==> config.mk <==
export PLATFORM = sky130hd
export DESIGN_NAME = fpu_align_addsub
export DESIGN_NICKNAME = d
export VERILOG_FILES = /design/src/rtl/fpu_align_addsub.sv
export SDC_FILE = /design/constraint.sdc
export NUM_CORES = 1
export LEC_CHECK = 0
export BUFFER_PORTS_ARGS = -buffer_cell sky130_fd_sc_hd__buf_2
export CORE_MARGIN = 2
export CORE_UTILIZATION = 40
export CTS_BUF_LIST = sky130_fd_sc_hd__clkbuf_8
export CTS_CLUSTER_DIAMETER = 30
export DETAILED_ROUTE_END_ITERATION = 10
export SLEW_MARGIN = 15
export SYNTH_ARGS = -nofsm -noshare
export SYNTH_HDL_FRONTEND = slang
export SYNTH_SLANG_ARGS = --single-unit
==> constraint.sdc <==
create_clock -name clk -period 3.9 [get_ports clk]
set_input_delay 0.78 -clock clk [delete_from_list [all_inputs] [get_ports clk]]
set_output_delay 0.78 -clock clk [all_outputs]
set_load 0.005 [all_outputs]
==> src/rtl/fpu_align_addsub.sv <==
// fpu_align_addsub: two-stage FP32 add/sub front end (compare/swap/align, then mantissa add/sub).
module fpu_align_addsub (
    input  logic        clk,
    input  logic        rst_n,
    input  logic        in_valid,
    output logic        in_ready,
    input  logic [31:0] a,
    input  logic [31:0] b,
    input  logic        sub,
    output logic        out_valid,
    input  logic        out_ready,
    output logic        is_add_path,
    output logic        carry_out,
    output logic [26:0] mant_out,
    output logic [7:0]  exp_out,
    output logic        sign_out,
    output logic        special_valid,
    output logic [31:0] special_result
);
    logic        a_sign, b_sign, eff_sub, swap;
    logic [7:0]  a_exp, b_exp, l_exp, s_exp, d;
    logic [22:0] a_frac, b_frac;
    logic [26:0] a_mant, b_mant, l_mant, s_mant, s_mask, s_shift;
    logic        a_nan, b_nan, a_inf, b_inf, l_sign;
    logic        c_special;
    logic [31:0] c_special_result;
    logic        s2_load, s1_load;
    logic        s1_valid, s1_eff_sub, s1_sign, s1_special;
    logic [26:0] s1_l, s1_s;
    logic [7:0]  s1_exp;
    logic [31:0] s1_special_result;
    logic        s2_valid, s2_special;
    logic [27:0] sum;
    logic [26:0] diff;
    always_comb begin
        a_sign  = a[31];
        b_sign  = b[31] ^ sub;
        a_exp   = a[30:23];
        b_exp   = b[30:23];
        // exponent-zero operands are flushed: no hidden bit, zero fraction
        a_frac  = (a_exp == 8'd0) ? 23'd0 : a[22:0];
        b_frac  = (b_exp == 8'd0) ? 23'd0 : b[22:0];
        a_mant  = {(a_exp != 8'd0), a_frac, 3'b000};
        b_mant  = {(b_exp != 8'd0), b_frac, 3'b000};
        eff_sub = a[31] ^ b[31] ^ sub;
        swap    = {b_exp, b_frac} > {a_exp, a_frac};
        l_exp   = swap ? b_exp : a_exp;
        s_exp   = swap ? a_exp : b_exp;
        l_mant  = swap ? b_mant : a_mant;
        s_mant  = swap ? a_mant : b_mant;
        l_sign  = swap ? b_sign : a_sign;
        d       = l_exp - s_exp;
        s_mask  = (27'h1 << d[4:0]) - 27'h1;
        s_shift = (d >= 8'd27) ? {26'd0, |s_mant}
                : ((s_mant >> d[4:0]) | {26'd0, |(s_mant & s_mask)});
        a_nan   = (a_exp == 8'hFF) && (a[22:0] != 23'd0);
        b_nan   = (b_exp == 8'hFF) && (b[22:0] != 23'd0);
        a_inf   = (a_exp == 8'hFF) && (a[22:0] == 23'd0);
        b_inf   = (b_exp == 8'hFF) && (b[22:0] == 23'd0);
        c_special = a_nan | b_nan | a_inf | b_inf;
        c_special_result = (a_nan | b_nan | (a_inf & b_inf & eff_sub)) ? 32'h7FC00000
                         : {(a_inf ? a_sign : b_sign), 8'hFF, 23'd0};
    end
    assign s2_load  = ~s2_valid | out_ready;
    assign s1_load  = ~s1_valid | s2_load;
    assign in_ready = ~s1_valid | s2_load;
    always_ff @(posedge clk or negedge rst_n) begin
        if (!rst_n) begin
            s1_valid          <= 1'b0;
            s1_eff_sub        <= 1'b0;
            s1_sign           <= 1'b0;
            s1_special        <= 1'b0;
            s1_l              <= 27'd0;
            s1_s              <= 27'd0;
            s1_exp            <= 8'd0;
            s1_special_result <= 32'd0;
        end else if (s1_load) begin
            s1_valid <= in_valid;
            if (in_valid) begin
                s1_eff_sub        <= eff_sub;
                s1_sign           <= l_sign;
                s1_special        <= c_special;
                s1_l              <= l_mant;
                s1_s              <= s_shift;
                s1_exp            <= l_exp;
                s1_special_result <= c_special_result;
            end
        end
    end
    // L >= S_shifted by construction, so the difference never borrows
    assign sum  = {1'b0, s1_l} + {1'b0, s1_s};
    assign diff = s1_l - s1_s;
    always_ff @(posedge clk or negedge rst_n) begin
        if (!rst_n) begin
            s2_valid       <= 1'b0;
            s2_special     <= 1'b0;
            is_add_path    <= 1'b0;
            carry_out      <= 1'b0;
            mant_out       <= 27'd0;
            exp_out        <= 8'd0;
            sign_out       <= 1'b0;
            special_result <= 32'd0;
        end else if (s2_load) begin
            s2_valid <= s1_valid;
            if (s1_valid) begin
                s2_special     <= s1_special;
                is_add_path    <= ~s1_eff_sub;
                carry_out      <= s1_eff_sub ? 1'b0 : sum[27];
                mant_out       <= s1_eff_sub ? diff : sum[26:0];
                exp_out        <= s1_exp;
                sign_out       <= (s1_eff_sub && diff == 27'd0) ? 1'b0 : s1_sign;
                special_result <= s1_special_result;
            end
        end
    end
    assign out_valid     = s2_valid;
    assign special_valid = s2_valid & s2_special;
endmodule
* Yosys cells after proc, flatten, opt, wreduce, memory -nomap -nowiden
Index checks and enable logic that the tools add are counted.
** Word-level totals
- Output and inout bits :: 73
- Bits of input ports :: 69
- Flip-flop bits (word level) :: 170
- Word-level logic and storage cells :: 74
** Cells by class
- Bitwise logic cells :: 17
- Order comparisons :: 2
- Shift-type cells :: 2
- Add/subtract/negate cells :: 4
- Equality and inequality tests :: 2
- Reductions and logical operators :: 18
- Mux-type cells :: 13
** Operators by type and width (count)
- $mux W27 :: 4
- $reduce_or A27 Y1 :: 2
- $logic_not A23 Y1 :: 2
- $mux W23 :: 2
- $reduce_bool A23 Y1 :: 2
- $mux W32 :: 1
- $gt A31 B31 Y1 :: 1
- $add A27 B27 Y28 :: 1
- $and A27 B27 Y27 :: 1
- $logic_not A27 Y1 :: 1
- $or A27 B1 Y27 :: 1
- $shl A1 B5 Y27 const A :: 1
- $shr A27 B5 Y27 :: 1
- $sub A27 B1 Y27 const B :: 1
- $sub A27 B27 Y27 :: 1
- $eq A8 B8 Y1 const B :: 2
- $logic_not A8 Y1 :: 2
- $mux W8 :: 2
- $reduce_bool A8 Y1 :: 2
- $ge A8 B5 Y1 const B :: 1
- $sub A8 B8 Y8 :: 1
- $or A1 B1 Y1 :: 6
- $logic_and A1 B1 Y1 :: 5
- $mux W1 :: 4
- other kinds (4) :: 11

* Depth between registers and ports, before layout
Gate-level depths: netlist (run 1).
- Word-level depth :: 11
- Mapped depth :: 26
- Depth with buffers taken out :: 21

* Worst setup path before layout (run 1)
OpenSTA, ideal clock, no wires.
- Path kind :: input port to flip-flop
- Start point :: in b[24]
- End point :: reg s1_s[0]
- Setup time :: 0.138 ns
- Buffers on the path :: 7
- Data required time :: 3.762 ns
- Cell stages on the path :: 25
- Arrival time :: 6.075 ns
- Slack :: -2.313 ns
- Cells stage by stage :: nor4_1 nand2_1 clkbuf_1 nand2_1 inv_1 ha_1 nand4_2 nor2_1 o311ai_0 and4_1 buf_2 nor2_1 clkbuf_1 buf_1 mux2_2 ha_1 clkbuf_1 inv_2 clkbuf_1 clkbuf_1 o311ai_0 a211oi_1 o2111ai_1 a2111oi_2 a31oi_1
** On the way
- Word-level cells in the longest chain between the ends :: 11
- Elaborated cells on any way between the ends :: 17
- Those cells by class :: 2 x add/sub; 2 x order compare; 2 x shift; 5 x mux; 2 x bitwise; 4 x reduce/logical
** Ends and longest elaborated chain
- start, declared :: line 8 : input logic [31:0] b,
- $logic_not A8 Y1 :: line 42 : b_frac = (b_exp == 8'd0) ? 23'd0 : b[22:0];
- $mux W23 :: line 42
- $gt A31 B31 Y1 :: line 46 : swap = {b_exp, b_frac} > {a_exp, a_frac};
- $mux W8 (on tied branches) :: line 47, 48
- $sub A8 B8 Y8 :: line 52 : d = l_exp - s_exp;
- $shl A1 B5 Y27 :: line 53 : s_mask = (27'h1 << d[4:0]) - 27'h1;
- $sub A27 B1 Y27 :: line 53
- $and A27 B27 Y27 :: line 55 : : ((s_mant >> d[4:0]) | {26'd0, |(s_mant & s_mask)});
- $reduce_or A27 Y1 :: line 55
- $or A27 B1 Y27 :: line 55
- $mux W27 (*) :: line 54 : s_shift = (d >= 8'd27) ? {26'd0, |s_mant}
- end signal, assigned :: line 84 : s1_s <= s_shift;
- end, declared :: line 29 : logic [26:0] s1_l, s1_s;
Mark *: on every way between the ends. The rest lies on a longest branch, timed or not.
A chain may end at the register's enable or synchronous reset.

* Worst setup path after layout (run 1)
- Start point :: in b[27]
- End point :: reg s1_s[0]
The elaborated chain is that of the path after synthesis.

==> results.ini, run 1 <==
[floorplanning]
die-area_sq_um=29100
die_w_microns=171
num_rows=60
initial_utilization=0.410
io_pins=142
die_h_microns=171
core-area_sq_um=27100

[timing]
hold_violations=0
period_share=1.36
setup-violations-final=32
fmax_mhz=189
max_slew_margin=0.382
drv_slew=0
clock-skew-final_ns=0.0283
min_period_ns=5.29
grt_setup_unrepaired=true
tightest_slew_ns=0.926
setup_ws_ns=-1.39

[power_and_ir_drop]
combPwrFrac=0.640
leakagePower_nw=7.21
switchingPower_w=0.00294
netSwitchingFraction=0.451
cellPowerDensity_nw_per_um2=423
ir_drop_mv=0.203
cell_internal_pwr_w=0.00358
power_frac_clock=0.125
p_seq_frac=0.235

[grt]
grt_antenna_before_repair=2
grt_pass1_vias=11800
track_usage=0.289
grt_max_degree=74
gr-total-overflow=0
grt_first_pass_wirelength_microns=65300

[clock_tree]
clk_pin_slew_ns=0.14
cts_sinks=109
hold_buffers=0
clock_latency_ns=0.41
cts_tree=yes
cts-root-buf=clkbuf_8
cts_max_level=3
cts_max_path_buffers=2
cts-buffers-inserted=9

[placed_design]
place_congestion=0.946
dp_hpwl_microns=33800
portBuffers=119
dp_cells=2142

[status]
status=finished, violations left
failed_checks=negative setup slack

[logic_synthesis]
synth.cell_area_sq_um=11100
synth_edf_count=0
netlist_instances=1474
yosys.area.top_type=dfrtp_1
synthFlopType=dfrtp_1
syn_area_per_cell_sq_um=7.53
ys_types=87
synthArstFlopShare=1.00
synth_area_leaders=dfrtp_1, ha_1, nand2_1
synth_top_area_frac=0.246
synth-seq-cells=109
seq_area_frac_synth=0.246
yosys_warnings=0

[setup_path]
reg2reg_slack_ns=0.25
startpoint_type=input pin
r2r-start=s1_l[3]
crit_fanout=7
r2r-end=sign_out
crit_type=in2reg
arrival_ns=5.56
startpoint=b[27]
r2r_cells=15
cp-end-kind=register
required_ns=4.16
critPathCapture=s1_s[0]

[run]
max_cap_viol_count=0

[routing]
vias=12500
wl_microns=43400
drtIter0Drc=983
routed_via_density=5.69
post_drt_wl_per_cell_microns=19.8
final_antenna_net_count=0
drc_errors=0
dr.pass1.iters=7

[min_path]
hold_class=in2async

[final_layout]
antenna_cells=0
final_common_cell=buf_4
instances_no_fill=2191
fin_util=0.569
syn2layout_area_growth_pct=38.8
drive_above_1_share=0.336
final_nets=1966
layout_common_cells=buf_4, nand2_1, o21ai_0

cells by family after synthesis:
family | after synthesis | share of synthesized area
xor gates and xnor gates | 41 | 0.0323
buffers and inverters | 208 | 0.0833
other | 1 | 0.000338
adders and majority gates | 83 | 0.0942
DFF | 109 | 0.246
and+or+nand+nor | 524 | 0.216
muxes | 60 | 0.0758
AOI/OAI and AO/OA | 448 | 0.252
power groups by stage:
| stage | combinational, W | clock, W | sequential [W] |
|---|---|---|---|
| after global placement | 0.00364 | 0 | 0.00154 |
| after detailed placement | 0.00365 | 0 | 0.00155 |
| final | 0.00417 | 0.000814 | 0.00153 |
| after global routing | 0.00450 | 0.000877 | 0.00156 |
| after CTS | 0.00382 | 0.000833 | 0.00153 |
| after floorplan | 0.00223 | 0 | 0.00153 |
area by class of cell:
| type | instances | area [sq um] |
|---|---|---|
| Fill cell | 2515 | 11700 |
| Multi-Input combinational cell | 1178 | 8370 |
| Timing Repair Buffer | 426 | 3260 |
| Sequential cell | 109 | 2730 |
| Tap cell | 372 | 465 |
| Inverter | 90 | 350 |
| Clock buffer | 9 | 124 |
| Clock inverter | 7 | 108 |
Yosys cell counts, types with 9 or more instances:
cell type  number
nand2_1       224
o21ai_0       146
a21oi_1       119
dfrtp_1       109
nor2_1        106
inv_1          88
ha_1           82
clkbuf_1       64
nor3_1         42
mux2i_1        34
nand3_1        30
buf_4          29
xnor2_1        29
o22ai_1        23
nand4_1        21
nor4_1         20
a21o_1         18
mux4_2         18
buf_2          16
nand2b_1       16
xor2_1         12
a31oi_1        11
and2_1         11
o31ai_1        11
a211oi_1       10
o211ai_1       10
or3_1          10
nor2b_1         9
or2_2           9
metal layers:
layer | routed length, microns | vias to the layer above | global-route usage
met5 | 27 | - | 0
met4 | 2220 | 4 | 0.143
met3 | 2210 | 114 | 0.0322
met2 | 20600 | 450 | 0.484
met1 | 18300 | 5971 | 0.372
li1 | - | 5930 | -
metrics by stage:
stage | TNS (ns) | setup WS [ns] | total power (W) | hold WS [ns] | instance area, sq um
6_report | -30.71 | -1.39 | 0.00651 | 0.463 | 15400
5_1_grt | -35.44 | -1.50 | 0.00694 | 0.507 | 15400
4_1_cts | -25.77 | -1.35 | 0.00619 | 0.468 | 14600
3_5_place_dp | -57.84 | -2.04 | 0.00521 | 0.455 | 14000
3_3_place_gp | -54.48 | -2.02 | 0.00519 | 0.445 | 14000
2_1_floorplan | -32.36 | -1.48 | 0.00376 | 0.430 | 11500
worst min-delay path by stage:
stage,cells past startpoint,start,to,slack (ns)
2_1_floorplan,2,s1_special_result[30],special_result[30],0.43
3_3_place_gp,2,s1_special_result[30],special_result[30],0.44
3_5_place_dp,2,s1_special_result[30],special_result[30],0.45
4_1_cts,2,s1_special_result[31],special_result[31],0.47
5_1_grt,1,s1_special_result[30],s1_special_result[30],0.51
6_report,1,rst_n,mant_out[25],0.46
what timing repair did:
| action | 4_1_cts | 5_1_grt |
|---|---|---|
| gates cloned | 1 | 6 |
| endpoints found under the setup margin | 33 | 44 |
| buffers inserted | 11 | 18 |
| pin swaps | 11 | 35 |
| gates resized for setup | 57 | 122 |
critical path, stage by stage:
cell       delay (ns)
buf_8            0.10
nor4_4           0.34
nand2_4          0.15
clkbuf_16        0.21
buf_2            0.18
nand2_1          0.08
inv_1            0.07
ha_1             0.33
o21ai_2          0.11
nor2_1           0.06
o311ai_2         0.31
and4_4           0.30
nor2_4           0.06
mux2_4           0.31
ha_4             0.18
a311o_1          0.29
o2111a_2         0.30
buf_4            0.17
buf_4            0.15
a22o_1           0.19
a32o_1           0.22
a32o_1           0.24
a2111oi_4        0.26
a31oi_2          0.15
flip-flops by register name (all words and copies together), names as in the netlist, 3 cells and up:
name,cells
exp_out,8
mant_out,27
s1_exp,8
s1_l,24
s1_s,27
s1_special_result,3
special_result,3
(Power assumes the default switching activity.)
==> run 2: changes to the inputs <==
Settings changed: CTS_BUF_LIST sky130_fd_sc_hd__clkbuf_8 to sky130_fd_sc_hd__clkbuf_16.
==> run 2 against run 1 <==
Against the previous run: the flow still finishes with violations (negative setup slack); hold slack improved by 0.012 ns; sequential power hardly changed; non-clock buffer count down 1; flip-flop and latch count is the same; critical endpoint unchanged; clock skew down 0.011 ns; register-to-register slack is essentially flat; clock power up 29%; maximum frequency decreased by 0.42%; setup slack worse by 0.022 ns; via count hardly changed; wire length grew 0.59%; combinational power up 1%.
==> results.ini, run 2 (same netlist as run 1, synthesis figures left out) <==
[grt]
grt_pass1_vias=12000
track_usage=0.292
grt_antenna_before_repair=0
gr-total-overflow=0
grt_max_degree=74
grt_first_pass_wirelength_microns=66000

[setup_path]
crit_type=in2reg
required_ns=4.13
r2r-start=s1_l[3]
arrival_ns=5.55
r2r_cells=15
r2r-end=sign_out
crit_fanout=9
startpoint_type=input pin
reg2reg_slack_ns=0.24
cp-end-kind=register

[clock_tree]
cts_max_level=3
clk_pin_slew_ns=0.09
cts-root-buf=clkbuf_16
hold_buffers=0
cts_sinks=109
cts_tree=yes
cts_max_path_buffers=2
clock_latency_ns=0.38
cts-buffers-inserted=9

[power_and_ir_drop]
netSwitchingFraction=0.439
cellPowerDensity_nw_per_um2=437
cell_internal_pwr_w=0.00382
combPwrFrac=0.621
leakagePower_nw=7.29
power_frac_clock=0.154
switchingPower_w=0.00299
p_seq_frac=0.225
ir_drop_mv=0.265

[placed_design]
post-place-ws_ns=-2.04
portBuffers=119
dp_hpwl_microns=33800
place_congestion=0.946
dpl-instance-area_sq_um=14000
dp_cells=2142

[final_layout]
fin_area_sq_um=15600
final_nets=1965
instances_no_fill=2190
antenna_cells=0
drive_above_1_share=0.339
syn2layout_area_growth_pct=40.3
reg_top3=mant_out: 27 flops, s1_s: 27 flops, s1_l: 24 flops
final_common_cell=buf_4
layout_common_cells=buf_4, nand2_1, o21ai_0

[min_path]
hp-start=mant_out[17]
hold-path-endpoint=mant_out[17]
whs_path_depth=2
hold_class=reg2reg

[timing]
setup-violations-final=28
hold_violations=0
tightest_slew_ns=0.926
max_slew_margin=0.383
clock-skew-final_ns=0.0177
setup_ws_ns=-1.42
fmax_mhz=188
period_share=1.36
min_period_ns=5.32
hold_slack_ns=0.475
grt_setup_unrepaired=true
drv_slew=0

[routing]
final_antenna_net_count=0
drtIter0Drc=960
dr.pass1.iters=5
routed_via_density=5.69
post_drt_wl_per_cell_microns=19.9
wl_microns=43600
drc_errors=0
vias=12500

[status]
status=finished, violations left
failed_checks=negative setup slack

[run]
max_cap_viol_count=0

[floorplanning]
die_h_microns=171
initial_utilization=0.410
core-area_sq_um=27100
num_rows=60
die_w_microns=171
io_pins=142
die-area_sq_um=29100

==> run 2: cell types whose count changed in the layout (fill, tap and decap cells not counted), sizes merged <==
cell and delta:
bufbuf +1, clkbuf -1, buf -1
==> run 2: cell type report <==
cell class	instances	area, sq um
Tap cell	372	465
Clock inverter	7	108
Fill cell	2495	11500
Clock buffer	9	225
Multi-Input combinational cell	1178	8400
Inverter	90	355
Timing Repair Buffer	425	3300
Sequential cell	109	2730
==> run 2: worst max path at each step <==
stage	from	endpoint	cells past startpoint
2_1_floorplan	b[27]	s1_s[0]	24
3_3_place_gp	a[25]	s1_s[0]	22
3_5_place_dp	a[25]	s1_s[24]	20
4_1_cts	b[29]	s1_s[0]	23
5_1_grt	a[25]	s1_s[0]	23
6_report	b[27]	s1_s[0]	23
==> run 2: layer usage <==
| metal | part of all wire | up-vias | GRT usage | wire (microns) |
|---|---|---|---|---|
| li1 | - | 5929 | - | - |
| met1 | 0.42 | 5957 | 0.375 | 18300 |
| met2 | 0.48 | 465 | 0.490 | 20800 |
| met3 | 0.052 | 116 | 0.0275 | 2250 |
| met4 | 0.053 | 0 | 0.145 | 2320 |
| met5 | 0 | - | 0 | 0 |
==> run 2: power groups by stage <==
stage,combinational (W),clock (W),sequential [W]
floorplan,0.00223,0,0.00153
global placement,0.00364,0,0.00154
detailed placement,0.00365,0,0.00155
CTS,0.00385,0.00106,0.00153
global route,0.00456,0.00111,0.00156
finish,0.00423,0.00105,0.00153
==> run 2: what timing repair did <==
item / 4_1_cts / 5_1_grt
buffers inserted: 12 / 18
resized for setup: 72 / 127
pin swaps: 14 / 41
setup endpoints to repair: 38 / 46
cloned: 2 / 5
==> run 2: worst max-delay path, stage by stage <==
cell	delay, ns
buf_8	0.10
nor4_4	0.34
nand2_4	0.16
clkbuf_16	0.21
nand2_4	0.07
inv_2	0.04
ha_4	0.25
nand4_1	0.15
or4_4	0.57
nor3_4	0.14
mux2_4	0.19
nor2_4	0.04
mux2_4	0.31
ha_4	0.18
a311o_1	0.31
o2111a_2	0.30
buf_6	0.16
nor2_4	0.13
a22oi_1	0.09
or3_1	0.34
a32o_1	0.26
a2111oi_4	0.26
a31oi_2	0.14
==> run 2: metrics by stage <==
step | setup TNS [ns] | power (W) | util
detailed placement | -57.84 | 0.00521 | 0.517
global route | -36.15 | 0.00723 | 0.575
global placement | -54.48 | 0.00519 | 0.517
floorplan | -32.36 | 0.00376 | -
finish | -30.69 | 0.00681 | 0.575
CTS | -26.45 | 0.00645 | 0.546
